[src/rtl/kaly_sub_sched.sv]
// Two-channel byte substitution scheduler: a 128-bit block channel and a 32-bit
// key channel time-share one kaly_sbox2, one byte per clock edge.

module kaly_sbox2 (
    input  logic [7:0] din,
    output logic [7:0] dout_c
);

    localparam logic [7:0] SBOX [256] = '{
        8'hce, 8'hbb, 8'heb, 8'h92, 8'hea, 8'hcb, 8'h13, 8'hc1, 8'he9, 8'h3a, 8'hd6, 8'hb2, 8'hd2, 8'h90, 8'h17, 8'hf8,
        8'h42, 8'h15, 8'h56, 8'hb4, 8'h65, 8'h1c, 8'h88, 8'h43, 8'hc5, 8'h5c, 8'h36, 8'hba, 8'hf5, 8'h57, 8'h67, 8'h8d,
        8'h31, 8'hf6, 8'h64, 8'h58, 8'h9e, 8'hf4, 8'h22, 8'haa, 8'h75, 8'h0f, 8'h02, 8'hb1, 8'hdf, 8'h6d, 8'h73, 8'h4d,
        8'h7c, 8'h26, 8'h2e, 8'hf7, 8'h08, 8'h5d, 8'h44, 8'h3e, 8'h9f, 8'h14, 8'hc8, 8'hae, 8'h54, 8'h10, 8'hd8, 8'hbc,
        8'h1a, 8'h6b, 8'h69, 8'hf3, 8'hbd, 8'h33, 8'hab, 8'hfa, 8'hd1, 8'h9b, 8'h68, 8'h4e, 8'h16, 8'h95, 8'h91, 8'hee,
        8'h4c, 8'h63, 8'h8e, 8'h5b, 8'hcc, 8'h3c, 8'h19, 8'ha1, 8'h81, 8'h49, 8'h7b, 8'hd9, 8'h6f, 8'h37, 8'h60, 8'hca,
        8'he7, 8'h2b, 8'h48, 8'hfd, 8'h96, 8'h45, 8'hfc, 8'h41, 8'h12, 8'h0d, 8'h79, 8'he5, 8'h89, 8'h8c, 8'he3, 8'h20,
        8'h30, 8'hdc, 8'hb7, 8'h6c, 8'h4a, 8'hb5, 8'h3f, 8'h97, 8'hd4, 8'h62, 8'h2d, 8'h06, 8'ha4, 8'ha5, 8'h83, 8'h5f,
        8'h2a, 8'hda, 8'hc9, 8'h00, 8'h7e, 8'ha2, 8'h55, 8'hbf, 8'h11, 8'hd5, 8'h9c, 8'hcf, 8'h0e, 8'h0a, 8'h3d, 8'h51,
        8'h7d, 8'h93, 8'h1b, 8'hfe, 8'hc4, 8'h47, 8'h09, 8'h86, 8'h0b, 8'h8f, 8'h9d, 8'h6a, 8'h07, 8'hb9, 8'hb0, 8'h98,
        8'h18, 8'h32, 8'h71, 8'h4b, 8'hef, 8'h3b, 8'h70, 8'ha0, 8'he4, 8'h40, 8'hff, 8'hc3, 8'ha9, 8'he6, 8'h78, 8'hf9,
        8'h8b, 8'h46, 8'h80, 8'h1e, 8'h38, 8'he1, 8'hb8, 8'ha8, 8'he0, 8'h0c, 8'h23, 8'h76, 8'h1d, 8'h25, 8'h24, 8'h05,
        8'hf1, 8'h6e, 8'h94, 8'h28, 8'h9a, 8'h84, 8'he8, 8'ha3, 8'h4f, 8'h77, 8'hd3, 8'h85, 8'he2, 8'h52, 8'hf2, 8'h82,
        8'h50, 8'h7a, 8'h2f, 8'h74, 8'h53, 8'hb3, 8'h61, 8'haf, 8'h39, 8'h35, 8'hde, 8'hcd, 8'h1f, 8'h99, 8'hac, 8'had,
        8'h72, 8'h2c, 8'hdd, 8'hd0, 8'h87, 8'hbe, 8'h5e, 8'ha6, 8'hec, 8'h04, 8'hc6, 8'h03, 8'h34, 8'hfb, 8'hdb, 8'h59,
        8'hb6, 8'hc2, 8'h01, 8'hf0, 8'h5a, 8'hed, 8'ha7, 8'h66, 8'h21, 8'h7f, 8'h8a, 8'h27, 8'hc7, 8'hc0, 8'h29, 8'hd7
    };

    always_comb begin
        dout_c = SBOX[din];
    end

endmodule

module kaly_sub_sched #(
    parameter int unsigned KEY_PRI = 0
) (
    input  logic         clk,
    input  logic         rst_n,
    input  logic         blk_start,
    input  logic [127:0] blk_in,
    output logic         blk_busy,
    output logic         blk_done,
    output logic [127:0] blk_out,
    input  logic         key_start,
    input  logic [31:0]  key_in,
    output logic         key_busy,
    output logic         key_done,
    output logic [31:0]  key_out
);

    localparam int unsigned BLK_BYTES = 16;
    localparam int unsigned KEY_BYTES = 4;
    localparam int unsigned BLK_IDX_W = 4;
    localparam int unsigned KEY_IDX_W = 2;

    logic [BLK_IDX_W-1:0] blk_idx;
    logic [KEY_IDX_W-1:0] key_idx;
    logic                 last_key;
    logic                 grant_blk_c;
    logic                 grant_key_c;
    logic [7:0]           sbox_in_c;
    logic [7:0]           sbox_out_c;

    // Arbiter: strict key priority, or alternate on contention (last_key=1 means key won last)
    always_comb begin
        grant_blk_c = 1'b0;
        grant_key_c = 1'b0;
        if (KEY_PRI != 0) begin
            grant_key_c = key_busy;
            grant_blk_c = blk_busy && !key_busy;
        end else if (blk_busy && key_busy) begin
            grant_blk_c = last_key;
            grant_key_c = !last_key;
        end else begin
            grant_blk_c = blk_busy;
            grant_key_c = key_busy;
        end
    end

    always_comb begin
        sbox_in_c = grant_key_c ? key_out[{key_idx, 3'b000} +: 8]
                                : blk_out[{blk_idx, 3'b000} +: 8];
    end

    kaly_sbox2 u_sbox (
        .din    (sbox_in_c),
        .dout_c (sbox_out_c)
    );

    // Block channel: the working register doubles as blk_out
    always_ff @(posedge clk or negedge rst_n) begin
        if (!rst_n) begin
            blk_out  <= '0;
            blk_idx  <= '0;
            blk_busy <= 1'b0;
            blk_done <= 1'b0;
        end else begin
            blk_done <= 1'b0;
            if (blk_start && !blk_busy) begin
                blk_out  <= blk_in;
                blk_idx  <= '0;
                blk_busy <= 1'b1;
            end else if (grant_blk_c) begin
                blk_out[{blk_idx, 3'b000} +: 8] <= sbox_out_c;
                blk_idx <= blk_idx + 1'b1;
                if (blk_idx == BLK_IDX_W'(BLK_BYTES - 1)) begin
                    blk_busy <= 1'b0;
                    blk_done <= 1'b1;
                end
            end
        end
    end

    // Key channel: the working register doubles as key_out
    always_ff @(posedge clk or negedge rst_n) begin
        if (!rst_n) begin
            key_out  <= '0;
            key_idx  <= '0;
            key_busy <= 1'b0;
            key_done <= 1'b0;
        end else begin
            key_done <= 1'b0;
            if (key_start && !key_busy) begin
                key_out  <= key_in;
                key_idx  <= '0;
                key_busy <= 1'b1;
            end else if (grant_key_c) begin
                key_out[{key_idx, 3'b000} +: 8] <= sbox_out_c;
                key_idx <= key_idx + 1'b1;
                if (key_idx == KEY_IDX_W'(KEY_BYTES - 1)) begin
                    key_busy <= 1'b0;
                    key_done <= 1'b1;
                end
            end
        end
    end

    always_ff @(posedge clk or negedge rst_n) begin
        if (!rst_n) begin
            last_key <= 1'b1;
        end else if (grant_key_c) begin
            last_key <= 1'b1;
        end else if (grant_blk_c) begin
            last_key <= 1'b0;
        end
    end

endmodule
[config.mk]
export PLATFORM = sky130hd
export DESIGN_NAME = kaly_sub_sched
export DESIGN_NICKNAME = d
export VERILOG_FILES = /design/src/rtl/kaly_sub_sched.sv
export SDC_FILE = /design/constraint.sdc
export NUM_CORES = 1
export LEC_CHECK = 0
export BUFFER_PORTS_ARGS = -buffer_cell sky130_fd_sc_hd__buf_2
export CAP_MARGIN = 20
export CORE_MARGIN = 2
export CORE_UTILIZATION = 45
export CTS_BUF_LIST = sky130_fd_sc_hd__clkbuf_8
export DETAILED_ROUTE_END_ITERATION = 12
export GPL_TIMING_DRIVEN = 0
export HOLD_SLACK_MARGIN = 0.02
export PLACE_DENSITY_LB_ADDON = 0.1
export SYNTH_ARGS = -nofsm -noshare
export SYNTH_HDL_FRONTEND = slang
export SYNTH_SLANG_ARGS = --single-unit
[constraint.sdc]
create_clock -name clk -period 9.9 [get_ports clk]
set_input_delay 0.99 -clock clk [delete_from_list [all_inputs] [get_ports clk]]
set_output_delay 0.99 -clock clk [all_outputs]
set_load 0.05 [all_outputs]
# Word-level counts from Yosys, hierarchy flattened
# Memory sizes are Yosys's and may differ from the RTL's.
# Index checks and enable logic that the tools add are counted.
word_totals:
  regBits: 171
  n_memories: 1
  ram_bits: 0
  input_bits: 164
  romBits: 2048
  latchBits: 0
classes:
  div_mod_pow: 0
  n_addsub: 4
  reduce_logical: 13
  n_eq_ne: 2
  shifts: 6
  bitwise: 1
  muxes: 29
  n_lt_le_gt_ge: 1
  mul: 0
mem_list:
  columns: ["name", "depth", "width", "read_ports", "rd_clocked_by_memory_dff", "wr", "line", "text"]
  rows:
  - ["(name not given)", 256, 8, 1, 0, 0, "29", "dout_c = SBOX[din];"]
op_table:
  columns: ["operator", "count"]
  rows:
  - ["2-to-1 mux 128 bit", 2]
  - ["bitwise mux 128 bit", 1]
  - ["variable shift 8 x 9 -> 128 bit (first input constant)", 1]
  - ["variable part select 128 x 8 -> 8 bit", 1]
  - ["variable part select 8 x 9 -> 128 bit", 1]
  - ["2-to-1 mux 32 bit", 2]
  - ["bitwise mux 32 bit", 1]
  - ["variable shift 8 x 7 -> 32 bit (first input constant)", 1]
  - ["variable part select 32 x 6 -> 8 bit", 1]
  - ["variable part select 8 x 7 -> 32 bit", 1]
  - ["2-to-1 mux 8 bit", 3]
  - ["2-to-1 mux 1 bit", 16]
  - ["nonzero test 2 bit", 5]
  - [">= comparator 9 bit (second input constant)", 1]
  - ["negation 7 -> 9 bit", 1]
  - ["NOT 8 -> 9 bit", 1]
  - ["2-to-1 mux 4 bit", 2]
  - ["negation 5 -> 7 bit", 1]
  - ["adder 4 x 1 -> 4 bit (second input constant)", 1]
  - ["equality test 4 bit (second input constant)", 1]
  - ["2-to-1 mux 2 bit", 2]
  - ["AND reduction 2 bit", 2]
  - ["logical AND 1 bit", 3]
  - ["zero test 1 bit", 3]
  - ["2 further kinds", 2]

# Logic depth before layout (Yosys ltp)
logic_depth:
  word_depth: 11
  mapped_depth: 20

# Modules after synthesis
# A second synthesis with hierarchy kept.
unflattened:
  cells_unflattened: 1470
  hier_area_um2: 13183.9
by_module_without_submodules:
  columns: ["mod", "n_inst", "seq_area_each_um2", "area_each_um2", "cells_each"]
  rows:
  - ["kaly_sub_sched", 1, 4280.4, 9701.8, 901]
  - ["kaly_sbox2", 1, 0.0, 3482.1, 569]

# Worst setup path before layout
# OpenSTA, ideal clock, no wires.
synth_timing:
  path_type: "reg-to-reg"
  from: "register blk_busy"
  to: "register key_out[25]"
  setup_time_ns: 0.126
  slack_ns: 5.868
  path_stages_with_launch: 17
  required_ns: 9.774
  t_arrival_ns: 3.906
  cell_sequence: "dfrtp_1 -> a21bo_2 -> buf_2 -> nand2_1 -> o31a_1 -> and2_2 -> buf_2 -> ha_1 -> clkbuf_1 -> nand3_1 -> nand2_1 -> o32ai_1 -> a221oi_1 -> o22ai_1 -> o22a_1 -> buf_6 -> a221o_1"
synth_via:
  elab_chain_len: 11
  word_cells_on_any_way: 12
  classes_between: "shift: 1; mux: 7; bitwise: 1; reduce/logical: 2; memory: 1"
synth_rtl:
  columns: ["item", "line", "text"]
  rows:
  - ["start: declaration", "41", "output logic blk_busy,"]
  - ["start signal: assignment", "95", "blk_busy <= 1'b0;"]
  - ["start signal: assignment", "102", "blk_busy <= 1'b1;"]
  - ["start signal: assignment", "107", "blk_busy <= 1'b0;"]
  - ["logical AND 1 bit *", "71", "end else if (blk_busy && key_busy) begin"]
  - ["2-to-1 mux 1 bit *", "71", null]
  - ["2-to-1 mux 8 bit", "81", "sbox_in_c = grant_key_c ? key_out[{key_idx, 3'b000} +: 8]"]
  - ["NOT 8 -> 9 bit (implied by the code)", "29", null]
  - ["memory (256 x 8 bit)", null, null]
  - ["2-to-1 mux 8 bit (implied by the code) (2 in a row)", "29", null]
  - ["variable part select 8 x 7 -> 32 bit", "128", "key_out[{key_idx, 3'b000} +: 8] <= sbox_out_c;"]
  - ["bitwise mux 32 bit", "128", null]
  - ["2-to-1 mux 32 bit", "127", "end else if (grant_key_c) begin"]
  - ["2-to-1 mux 32 bit", "123", "if (key_start && !key_busy) begin"]
  - ["end signal: assignment", "124", "key_out <= key_in;"]
  - ["end signal: indexed assignment", "128", null]
  - ["end: declaration", "48", "output logic [31:0] key_out"]
# Mark *: on every way between the ends. The rest lies on a longest branch, timed or not. The select of a mux whose other input is x is not followed.
# A chain may end at the register's enable or synchronous reset.

# Final worst setup path
layout_timing:
  from: "register blk_idx[0]"
  to: "register blk_out[44]"
layout_via:
  elab_chain_len: 10
  word_cells_on_any_way: 12
  classes_between: "add/sub: 1; shift: 3; mux: 6; bitwise: 1; memory: 1"
layout_rtl:
  columns: ["item", "line", "text"]
  rows:
  - ["start: declaration", "56", "logic [BLK_IDX_W-1:0] blk_idx;"]
  - ["start signal: assignment", "105", "blk_idx <= blk_idx + 1'b1;"]
  - ["variable part select 128 x 8 -> 8 bit", "82", ": blk_out[{blk_idx, 3'b000} +: 8];"]
  - ["2-to-1 mux 8 bit", "81", null]
  - ["NOT 8 -> 9 bit (implied by the code)", "29", null]
  - ["memory (256 x 8 bit)", null, null]
  - ["2-to-1 mux 8 bit (implied by the code) (2 in a row)", "29", null]
  - ["variable part select 8 x 9 -> 128 bit", "104", "blk_out[{blk_idx, 3'b000} +: 8] <= sbox_out_c;"]
  - ["bitwise mux 128 bit *", "104", null]
  - ["2-to-1 mux 128 bit *", "103", "end else if (grant_blk_c) begin"]
  - ["2-to-1 mux 128 bit *", "99", "if (blk_start && !blk_busy) begin"]
  - ["end signal: assignment", "100", "blk_out <= blk_in;"]
  - ["end signal: indexed assignment", "104", null]
  - ["end: declaration", "43", "output logic [127:0] blk_out,"]
# Marked as above.

==> results.json <==
{
  "status": "finished clean",
  "nNetsFinal": 1902,
  "num_rows": 60,
  "synthFlopType": "dfrtp_1",
  "r2r_setup_slack_ps": 3220,
  "die_w_um": 169,
  "required_ps": 10250,
  "clockRootBuffer": "clkbuf_8",
  "cp-startpoint": "blk_idx[0]$_DFFE_PN0P_",
  "vias": 15439,
  "drtPass1Iterations": 9,
  "grt_pass1_wl_um": 101000,
  "routabilityCongestion": 1.13,
  "slowest_stage": "nor3_1",
  "slew_violations": 0,
  "worstSetupPathType": "register to register",
  "antenna_found_initial": 4,
  "layout_min_cycle_time_ps": 6680,
  "setup_tns_ps": 0,
  "finalCritPeriodShare_pct": 67.4,
  "synth-async-reset-ratio_pct": 100,
  "r2r_cells": 20,
  "arrival_ps": 7030,
  "post_cts_buffers": 0,
  "cts_tree": "built",
  "endpoint": "blk_out[44]$_DFFE_PN0P_",
  "maxCapViolCount": 0,
  "htreeDepth": 4,
  "finalHoldViolCount": 0,
  "regToRegEndpoint": "blk_out[44]$_DFFE_PN0P_",
  "drive_gt1_share_pct": 29.0,
  "grt_max_degree": 105,
  "io_pins": 328,
  "drt_iter0_drc": 2721,
  "synth.cell_area_sq_mm": 0.0123,
  "hold_buffers": 0,
  "worstPathCellList": "buf_6, buf_12, buf_4, mux2i_1, nand3_1, a32oi_1, and2_1, buf_2, inv_2, buf_2, ha_1, clkbuf_1, nor3_1, nor2_1, a221oi_1, o21a_1, nor4_1, nand4_1, clkbuf_1, o21ai_0",
  "cts_made_buffers": 17,
  "endpoint_kind": "register",
  "wirelength_um": 70700,
  "clock_sinks": 171,
  "cts_buffer_depth": 2,
  "ys_ff_latch": 171,
  "syn_inst": 1356,
  "hp-class": "input pin to asynchronous set/reset pin",
  "gr-usage-all-layers_pct": 48.6,
  "portBuffers": 327,
  "start_util_pct": 45.8,
  "route.detailed.drc": 0,
  "vias_per_cell": 7.47,
  "path_clk_slew_ps": 150,
  "n_fill_cell": 2395,
  "dp_hpwl_um": 52800,
  "coreArea_sq_mm": 0.0269,
  "die_y_um": 169,
  "r2r-start": "blk_idx[0]$_DFFE_PN0P_",
  "syn_nets": 1547,
  "synth_edf_count": 0,
  "worst_pin_slew_ps": 1270,
  "rsz0062_at_grt": "no",
  "insertion_delay_ps": 500,
  "slowest_delay_ps": 930,
  "overflow": 0,
  "wl_per_cell_um": 34.2,
  "yosysWarnings": 0,
  "synth.distinct_cells": 91,
  "startpoint_type": "register",
  "seq_area_frac_synth_pct": 34.8,
  "cts-resized-gates": 0,
  "syn2layout_area_growth_pct": 21.3,
  "fmax_mhz": 150,
  "grt_pass1_vias": 14820,
  "drtAntennaViolNets": 0,
  "relSlewSlack_pct": 15.5,
  "setup_viol": 0,
  "synth_area_per_cell_sq_um": 9.07,
  "skew_ps": 44.1,
  "worst-path-max-fanout": 16,
  "die_area_sq_mm": 0.0287
}
stage by stage:
stage	std cells	utilization [%]	cell area, sq um	worst slack (ps)	hold WS [ps]
2_1_floorplan	1356	-	12300	5870	476
4_1_cts	2065	55.5	14900	3620	445
6_report	2066	55.5	14900	3220	419
5_1_grt	2065	55.5	14900	3250	457
3_5_place_dp	2033	53.9	14500	3640	504
3_3_place_gp	2024	53.4	14400	3330	490
worst min path at each step:
stage	cells after the start	to	start	slack, ps
2_1_floorplan	2	last_key$_DFFE_PN1P_	last_key$_DFFE_PN1P_	480
3_3_place_gp	2	last_key$_DFFE_PN1P_	last_key$_DFFE_PN1P_	490
3_5_place_dp	2	last_key$_DFFE_PN1P_	last_key$_DFFE_PN1P_	500
4_1_cts	1	blk_out[45]$_DFFE_PN0P_	rst_n	450
6_report	1	blk_out[45]$_DFFE_PN0P_	rst_n	420
5_1_grt	1	blk_out[37]$_DFFE_PN0P_	rst_n	460
sequential cells by signal (all words and copies together), names as in the netlist:
signal / count
key_idx: 2
blk_done: 1
key_out: 32
key_busy: 1
key_done: 1
blk_idx: 4
blk_busy: 1
blk_out: 128
last_key: 1
placed cells by master, fill, tap and decap left out, types with 9 or more instances in the layout:
cell	instances
buf_2	360
dfrtp_1	170
o21ai_0	157
a22oi_1	119
nand2_1	101
nor2_1	90
a21oi_1	60
clkbuf_1	51
a21o_1	44
a22o_1	41
nor3_1	33
nand3_1	31
mux4_2	29
ha_1	27
mux2i_1	25
o22ai_1	22
buf_6	21
inv_1	19
o211ai_1	19
a211oi_1	18
clkbuf_8	17
buf_4	13
a311oi_1	13
a31oi_1	13
or3_1	12
nand2b_1	9
and2_1	9
and3_1	9
cell type report:
| class | instances | area, sq um | share of cell area [%] |
|---|---|---|---|
| Antenna cell | 1 | 2.50 | 0.0168 |
| Buffer | 120 | 723 | 4.85 |
| Clock buffer | 17 | 234 | 1.57 |
| Clock inverter | 15 | 213 | 1.43 |
| Inverter | 24 | 90.1 | 0.604 |
| Multi-Input combinational cell | 1041 | 7220 | 48.4 |
| Sequential cell | 171 | 4280 | 28.7 |
| Tap cell | 341 | 427 | 2.86 |
| Timing Repair Buffer | 336 | 1730 | 11.6 |
synth_stat cells, types with 5 or more instances:
master	instances	area, sq um
a32oi_1	5	43.8
nor4_1	6	37.5
o32ai_1	8	70.1
a221oi_1	8	70.1
nand2_1	101	379
dfrtp_1	170	4250
or3_1	12	75.1
and2_1	9	56.3
a22o_1	41	359
nor3_1	35	175
a211oi_1	18	135
buf_4	10	75.1
a21o_1	44	330
mux4_2	29	653
clkbuf_1	51	191
a2111oi_0	5	43.8
nand4_1	7	43.8
a22oi_1	119	893
and3_1	9	56.3
o21ai_1	5	25.0
a211o_1	8	70.1
inv_2	5	18.8
a31oi_1	13	81.3
o21ai_0	157	786
nand2b_1	9	56.3
nor2_1	90	338
ha_1	27	338
o311ai_0	8	70.1
mux2i_1	25	250
buf_6	19	214
a21oi_1	60	300
inv_1	19	71.3
nor2b_1	5	31.3
a311oi_1	13	114
o22ai_1	22	138
buf_2	31	155
mux2_2	7	78.8
o31ai_1	6	45.0
o211ai_1	19	143
nand3_1	31	155
layer usage:
metal  global-route usage [%]  up-vias  part of all wire, %
met3                     18.7      358                   16
li1                         -     6012                    -
met4                     28.9        4                  7.4
met2                     71.3     1669                   42
met5                     1.22        -                0.076
met1                     60.8     7396                   35
cell families (layout without fill, tap and decap cells):
logic type      count (synthesis)  count (layout)  share of synthesized area [%]
compound gates                618             618                           35.0
simple gates                  329             329                           12.4
flops                         171             171                           34.8
buf+inv                       144             512                           6.61
mux                            62              62                           8.08
fa+ha+maj                      27              27                           2.75
xor+xnor                        5               5                          0.356
other cells                     0               1                              0
worst max-delay path: cells and delay by family, from the launching register on:
family	cells	cell delay, ps
flops	1	420
fa+ha+maj	1	260
compound gates	4	1070
simple gates	6	1760
buf+inv	8	2550
mux	1	440
Power is left out: the tool's default activity adds up to more than one toggle a clock period on the data nets, which glitch-free logic cannot reach.
